File: src/rtl/btle_link_sequencer.sv
// BTLE link sequencer: steps the PHY through one radio event (load, TX, IFS, RX window, decode).
// Optional auto-retry of failed TX->RX events is enabled by defining BTLE_SEQ_AUTO_RETRY_EN.
module btle_link_sequencer #(
    parameter int CHANNEL_NUMBER_BIT_WIDTH = 6,
    parameter int CRC_STATE_BIT_WIDTH      = 24,
    parameter int IFS_CYCLES               = 1200,
    parameter int TIMEOUT_BIT_WIDTH        = 16
`ifdef BTLE_SEQ_AUTO_RETRY_EN
    ,
    parameter int MAX_RETRY                = 3
`endif
) (
    input  logic                                clk,
    input  logic                                rst,
    input  logic                                cmd_valid,
    output logic                                cmd_ready,
    input  logic [1:0]                          cmd_mode,
    input  logic [CHANNEL_NUMBER_BIT_WIDTH-1:0] cmd_channel,
    input  logic [CRC_STATE_BIT_WIDTH-1:0]      cmd_crc_init,
    input  logic [TIMEOUT_BIT_WIDTH-1:0]        cmd_rx_timeout,
    input  logic                                abort,
    output logic [CHANNEL_NUMBER_BIT_WIDTH-1:0] phy_tx_channel_number,
    output logic                                phy_tx_channel_number_load,
    output logic [CRC_STATE_BIT_WIDTH-1:0]      phy_tx_crc_state_init_bit,
    output logic                                phy_tx_crc_state_init_bit_load,
    output logic                                phy_tx_start,
    input  logic                                phy_tx_done,
    output logic [CHANNEL_NUMBER_BIT_WIDTH-1:0] phy_rx_channel_number,
    output logic [CRC_STATE_BIT_WIDTH-1:0]      phy_rx_crc_state_init_bit,
    output logic                                phy_rx_en,
    input  logic                                phy_rx_hit_flag,
    input  logic                                phy_rx_decode_end,
    input  logic                                phy_rx_crc_ok,
    input  logic [6:0]                          phy_rx_payload_length,
    output logic                                busy,
    output logic                                done,
    output logic [1:0]                          status,
    output logic [6:0]                          rx_length
`ifdef BTLE_SEQ_AUTO_RETRY_EN
    ,
    output logic [1:0]                          retry_count
`endif
);

    localparam int IFS_W = (IFS_CYCLES > 2) ? $clog2(IFS_CYCLES) : 1;

    localparam logic [1:0] M_TX   = 2'b00;
    localparam logic [1:0] M_RX   = 2'b01;
    localparam logic [1:0] M_TXRX = 2'b10;
    localparam logic [1:0] M_RXTX = 2'b11;

    localparam logic [1:0] ST_OK      = 2'b00;
    localparam logic [1:0] ST_TIMEOUT = 2'b01;
    localparam logic [1:0] ST_CRC     = 2'b10;
    localparam logic [1:0] ST_ABORT   = 2'b11;

    typedef enum logic [2:0] {
        S_IDLE, S_LOAD, S_START_TX, S_TX_WAIT, S_IFS, S_RX_LISTEN, S_RX_DECODE, S_DONE
    } state_t;

    state_t                                state, state_nxt;
    logic [1:0]                            mode_r;
    logic [CHANNEL_NUMBER_BIT_WIDTH-1:0]   channel_r;
    logic [CRC_STATE_BIT_WIDTH-1:0]        crc_r;
    logic [TIMEOUT_BIT_WIDTH-1:0]          timeout_r;
    logic [TIMEOUT_BIT_WIDTH-1:0]          to_cnt;
    logic [IFS_W-1:0]                      ifs_cnt;
    logic                                  abort_pend;
    logic                                  retrying;
    logic                                  retry_ok;
    logic                                  retry_go;
    logic [1:0]                            end_status;

`ifdef BTLE_SEQ_AUTO_RETRY_EN
    assign retry_ok = (mode_r == M_TXRX) && (int'(retry_count) < MAX_RETRY);
`else
    assign retry_ok = 1'b0;
`endif

    // State register
    always_ff @(posedge clk or negedge rst) begin
        if (!rst) state <= S_IDLE;
        else      state <= state_nxt;
    end

    // Next-state logic; end_status is the code latched when DONE is entered
    always_comb begin
        state_nxt  = state;
        end_status = ST_OK;
        retry_go   = 1'b0;
        case (state)
            S_IDLE: if (cmd_valid) state_nxt = S_LOAD;
            S_LOAD: begin
                if (abort) begin
                    state_nxt  = S_DONE;
                    end_status = ST_ABORT;
                end else if (mode_r == M_TX || mode_r == M_TXRX) begin
                    state_nxt = S_START_TX;
                end else begin
                    state_nxt = S_RX_LISTEN;
                end
            end
            // abort here is remembered and honoured only once the packet is out
            S_START_TX: state_nxt = S_TX_WAIT;
            S_TX_WAIT: begin
                if (phy_tx_done) begin
                    if (abort_pend || abort) begin
                        state_nxt  = S_DONE;
                        end_status = ST_ABORT;
                    end else if (mode_r == M_TXRX) begin
                        state_nxt = S_IFS;
                    end else begin
                        state_nxt = S_DONE;
                    end
                end
            end
            S_IFS: begin
                if (abort) begin
                    state_nxt  = S_DONE;
                    end_status = ST_ABORT;
                end else if (ifs_cnt == '0) begin
                    state_nxt = (mode_r == M_RXTX || retrying) ? S_START_TX : S_RX_LISTEN;
                end
            end
            S_RX_LISTEN: begin
                if (abort) begin
                    state_nxt  = S_DONE;
                    end_status = ST_ABORT;
                end else if (phy_rx_hit_flag) begin
                    state_nxt = S_RX_DECODE;
                end else if (timeout_r != '0 && to_cnt == TIMEOUT_BIT_WIDTH'(1)) begin
                    if (retry_ok) begin
                        state_nxt = S_IFS;
                        retry_go  = 1'b1;
                    end else begin
                        state_nxt  = S_DONE;
                        end_status = ST_TIMEOUT;
                    end
                end
            end
            S_RX_DECODE: begin
                if (abort) begin
                    state_nxt  = S_DONE;
                    end_status = ST_ABORT;
                end else if (phy_rx_decode_end) begin
                    if (!phy_rx_crc_ok) begin
                        if (retry_ok) begin
                            state_nxt = S_IFS;
                            retry_go  = 1'b1;
                        end else begin
                            state_nxt  = S_DONE;
                            end_status = ST_CRC;
                        end
                    end else if (mode_r == M_RXTX) begin
                        state_nxt = S_IFS;
                    end else begin
                        state_nxt = S_DONE;
                    end
                end
            end
            S_DONE:  state_nxt = S_IDLE;
            default: state_nxt = S_IDLE;
        endcase
    end

    // Moore outputs
    always_comb begin
        cmd_ready                      = (state == S_IDLE);
        busy                           = (state != S_IDLE);
        phy_tx_channel_number_load     = (state == S_LOAD);
        phy_tx_crc_state_init_bit_load = (state == S_LOAD);
        phy_tx_start                   = (state == S_START_TX);
        phy_rx_en                      = (state == S_RX_LISTEN) || (state == S_RX_DECODE);
        done                           = (state == S_DONE);
    end

    assign phy_tx_channel_number     = channel_r;
    assign phy_rx_channel_number     = channel_r;
    assign phy_tx_crc_state_init_bit = crc_r;
    assign phy_rx_crc_state_init_bit = crc_r;

    // Counters reload whenever their state is not active, so every entry starts fresh
    always_ff @(posedge clk or negedge rst) begin
        if (!rst) begin
            mode_r     <= M_TX;
            channel_r  <= '0;
            crc_r      <= '0;
            timeout_r  <= '0;
            to_cnt     <= '0;
            ifs_cnt    <= '0;
            abort_pend <= 1'b0;
            retrying   <= 1'b0;
            status     <= ST_OK;
            rx_length  <= '0;
        end else begin
            if (state == S_IDLE && cmd_valid) begin
                mode_r    <= cmd_mode;
                channel_r <= cmd_channel;
                crc_r     <= cmd_crc_init;
                timeout_r <= cmd_rx_timeout;
                status    <= ST_OK;
                rx_length <= '0;
            end
            ifs_cnt <= (state == S_IFS) ? ifs_cnt - 1'b1 : IFS_W'(IFS_CYCLES - 1);
            to_cnt  <= (state == S_RX_LISTEN) ? to_cnt - 1'b1 : timeout_r;
            if (state == S_IDLE)
                abort_pend <= 1'b0;
            else if ((state == S_START_TX || state == S_TX_WAIT) && abort)
                abort_pend <= 1'b1;
            if (retry_go)
                retrying <= 1'b1;
            else if (state == S_START_TX || state == S_IDLE)
                retrying <= 1'b0;
            if (state == S_RX_DECODE && phy_rx_decode_end && !abort)
                rx_length <= phy_rx_payload_length;
            if (state_nxt == S_DONE && state != S_DONE)
                status <= end_status;
        end
    end

`ifdef BTLE_SEQ_AUTO_RETRY_EN
    always_ff @(posedge clk or negedge rst) begin
        if (!rst)                          retry_count <= 2'd0;
        else if (state == S_IDLE && cmd_valid) retry_count <= 2'd0;
        else if (retry_go)                 retry_count <= retry_count + 2'd1;
    end
`endif

endmodule
File: config.mk
export PLATFORM = sky130hd
export DESIGN_NAME = btle_link_sequencer
export DESIGN_NICKNAME = d
export VERILOG_FILES = /design/src/rtl/btle_link_sequencer.sv
export SDC_FILE = /design/constraint.sdc
export NUM_CORES = 1
export LEC_CHECK = 0
export CORE_MARGIN = 1
export CORE_UTILIZATION = 35
export DETAILED_ROUTE_END_ITERATION = 8
export GPL_TIMING_DRIVEN = 0
export PLACE_DENSITY = 0.7
export SKIP_LAST_GASP = 1
export SLEW_MARGIN = 20
export SYNTH_ARGS = -nofsm -noshare
export SYNTH_HDL_FRONTEND = slang
export SYNTH_SLANG_ARGS = --single-unit
File: constraint.sdc
create_clock -name clk -period 3.4 [get_ports clk]
set_input_delay 1.02 -clock clk [delete_from_list [all_inputs] [get_ports clk]]
set_output_delay 1.02 -clock clk [all_outputs]
set_load 0.005 [all_outputs]
==> flow_metrics.py <==
metrics = {
    "status": {
        "status": "complete, but fails checks",
        "violations": "design-rule violations",
    },
    "grt": {
        "met3_usage_pct": 6.15,
        "grt_use_met2_pct": 31.3,
        "grt_pass1_vias": 3673,
        "grt_max_degree": 60,
        "antenna_found_initial": 0,
        "grt_pass1_wl_um": 17900,
        "grt.busiest_layer": "met2",
        "track_usage_pct": 18.3,
        "grt_util_met1_pct": 22.0,
        "grt-ovfl-total": 0,
    },
    "yosys": {
        "synthFlopType": "dfrtp_1",
        "synth_area_mm2": 0.00423,
        "syn_avg_cell_area_um2": 8.96,
        "synthArstFlopShare_pct": 100,
        "ys_warn_count": 0,
        "synth_top_area_cell": "dfrtp_1",
        "ys_top_cells_by_count": "186 x nand2_1, 88 x dfrtp_1, 31 x buf_4",
        "syn_nets": 539,
        "seq_area_frac_synth_pct": 52.1,
        "synth-edff-count": 0,
        "netlist_top_cells_area": "dfrtp_1 52%, nand2_1 17%, buf_4 5.5%",
        "synth_top_area_share_pct": 52.1,
        "synth.most_common_cell": "nand2_1",
        "synth.distinct_cells": 49,
        "synthCells": 472,
        "synth-seq-cells": 88,
    },
    "setup_path": {
        "crit_start": "state[1]",
        "cp.arrival_ns": 1.96,
        "reg2reg_depth": 9,
        "cp-start-kind": "flip-flop",
        "cp_max_fo": 10,
        "worst-endpoint-required_ns": 2.38,
        "path_class": "reg2out",
        "end_kind": "output port",
        "r2r_setup_slack_ns": 1.13,
        "reg2reg_to": "timeout_r[3]",
        "reg2reg_from": "state[1]",
    },
    "timing": {
        "slew_viol_final": 0,
        "setup_ws_ns": 0.418,
        "timing.fmax_ghz": 0.335,
        "fin_skew_ns": 0.00653,
        "fin_crit_sh_pct": 87.7,
        "rsz0062_at_grt": "no",
        "finalHoldViolations": 0,
        "period_needed_ns": 2.98,
        "relSlewSlack_pct": 42.4,
        "max_slew.worst_pin.slew_ns": 0.858,
        "hold_slack_ns": 0.499,
        "finalSetupViolations": 0,
    },
    "drt": {
        "drc_errors": 2,
        "drt-total-wl_um": 10900,
        "wire_per_inst_um": 14.2,
        "num_vias": 3668,
        "drtPass1Iterations": 6,
        "drtAntennaViolNets": 0,
        "drt_iter0_drc": 182,
        "routed_via_density": 4.76,
    },
    "clock_tree": {
        "clock_latency_ns": 0.34,
        "numClockSinks": 88,
        "clock_tree.root_cell": "clkbuf_16",
        "htreeDepth": 3,
        "cts.clk_slew.worst_paths_ns": 0.07,
        "postCtsResizedCells": 0,
        "postCtsHoldBufs": 0,
        "cts_max_path_buffers": 2,
        "cts_setup_buffers": 0,
        "tritoncts": "yes",
        "cts_made_buffers": 9,
    },
    "final_layout": {
        "fin_nets": 689,
        "finalInstanceArea_mm2": 0.00612,
        "final_cells": 770,
        "multi_input_area_mm2": 0.00165,
        "drive_gt1_share_pct": 10.2,
        "utilization_pct": 52.7,
        "nFillCells": 1051,
        "ff_latch_area_mm2": 0.00220,
        "n_antenna_cell": 0,
        "area_growth_pct": 44.7,
    },
    "placed_design": {
        "portBuffers": 138,
        "place_area_mm2": 0.00581,
        "dpl.cell_count": 754,
        "dpl.hpwl_um": 8120,
        "place.gp.congestion": 0.815,
        "dp_worst_setup_slack_ns": 0.0828,
    },
    "floorplanning": {
        "dieArea_mm2": 0.0125,
        "row_count": 39,
        "io-pin-count": 139,
        "core_region_area_mm2": 0.0116,
        "die_h_um": 112,
        "initial_core_util_pct": 36.4,
        "fp.dieW_um": 112,
    },
    "pwr": {
        "p_per_area_mw_per_mm2": 853,
        "ir_drop_mv": 0.398,
        "p_leak_nw": 2.81,
    },
    "min_path": {
        "min_from": "rx_length[2]",
        "min_to": "rx_length[2]",
        "hp-class": "reg2reg",
        "whs_path_depth": 1,
    },
    "flow_run": {
        "maxCapViolCount": 0,
    },
}
## power by group
group / total, mW / switching (mW) / internal [mW]
clock: 1.01 / 0.431 / 0.578
combinational: 2.35 / 0.961 / 1.39
sequential: 1.86 / 0.390 / 1.47
## worst max-delay path by stage
stage / depth (start not counted) / to
global placement: 1 / phy_rx_channel_number[3]
floorplan: 6 / status[1]
finish: 5 / cmd_ready
CTS: 5 / cmd_ready
global route: 5 / cmd_ready
detailed placement: 7 / status[1]
## registers in the layout (all words and copies together), names as in the netlist
signal / flops
ifs_cnt: 11
status: 2
to_cnt: 16
phy_rx_channel_number: 6
rx_length: 7
mode_r: 2
state: 3
abort_pend: 1
timeout_r: 16
phy_rx_crc_state_init_bit: 24
## layout by cell type (no fill, tap or decap), drive strengths merged, types with 11 or more instances in the layout
cell type | Yosys | final
nor4 | 11 | 11
inv | 10 | 13
clkbuf | 15 | 24
clkdlybuf4s50 | 0 | 137
dfrtp | 88 | 88
nand2 | 186 | 186
buf | 34 | 36
nor2 | 21 | 21
xnor2 | 12 | 12
o21ai | 17 | 17
## logic make-up after synthesis
logic type                 count (synthesis)  share of synthesized area (%)
AOI/OAI and AO/OA                         49                           7.96
xor gates and xnor gates                  21                           4.35
adders and majority gates                  4                           1.18
buffers and inverters                     59                           8.99
DFF                                       88                           52.1
muxes                                      1                          0.237
and+or+nand+nor                          250                           25.2
## stage by stage
step | power, mW | setup TNS, ns
2_1_floorplan | 3.02 | 0
3_3_place_gp | 4.15 | -160.08
3_5_place_dp | 4.24 | 0
4_1_cts | 5.28 | 0
5_1_grt | 5.58 | 0
6_report | 5.22 | 0
## worst max-delay path, stage by stage, from the launching register on
cell	delay (ns)
dfrtp_1	0.43
clkbuf_8	0.18
nor2_1	0.15
nand2_1	0.17
inv_1	0.16
clkdlybuf4s50_1	0.52
## area by class of cell
class                   instances  area share, %
plain buffers                  49           5.60
multi-input cells             325           26.9
clock inverters                 7           1.29
flip-flops and latches         88           36.0
well taps                     143           2.92
repair buffers                139           23.0
clock buffers                   9           3.68
inverters                      10          0.613
## layer usage
layer / vias to the layer above / wire length [um]
li1: 1800 / -
met1: 1745 / 4590
met2: 113 / 5650
met3: 10 / 551
met4: 0 / 138
met5: - / 0
Note: power is estimated with default switching activity, not from simulation.
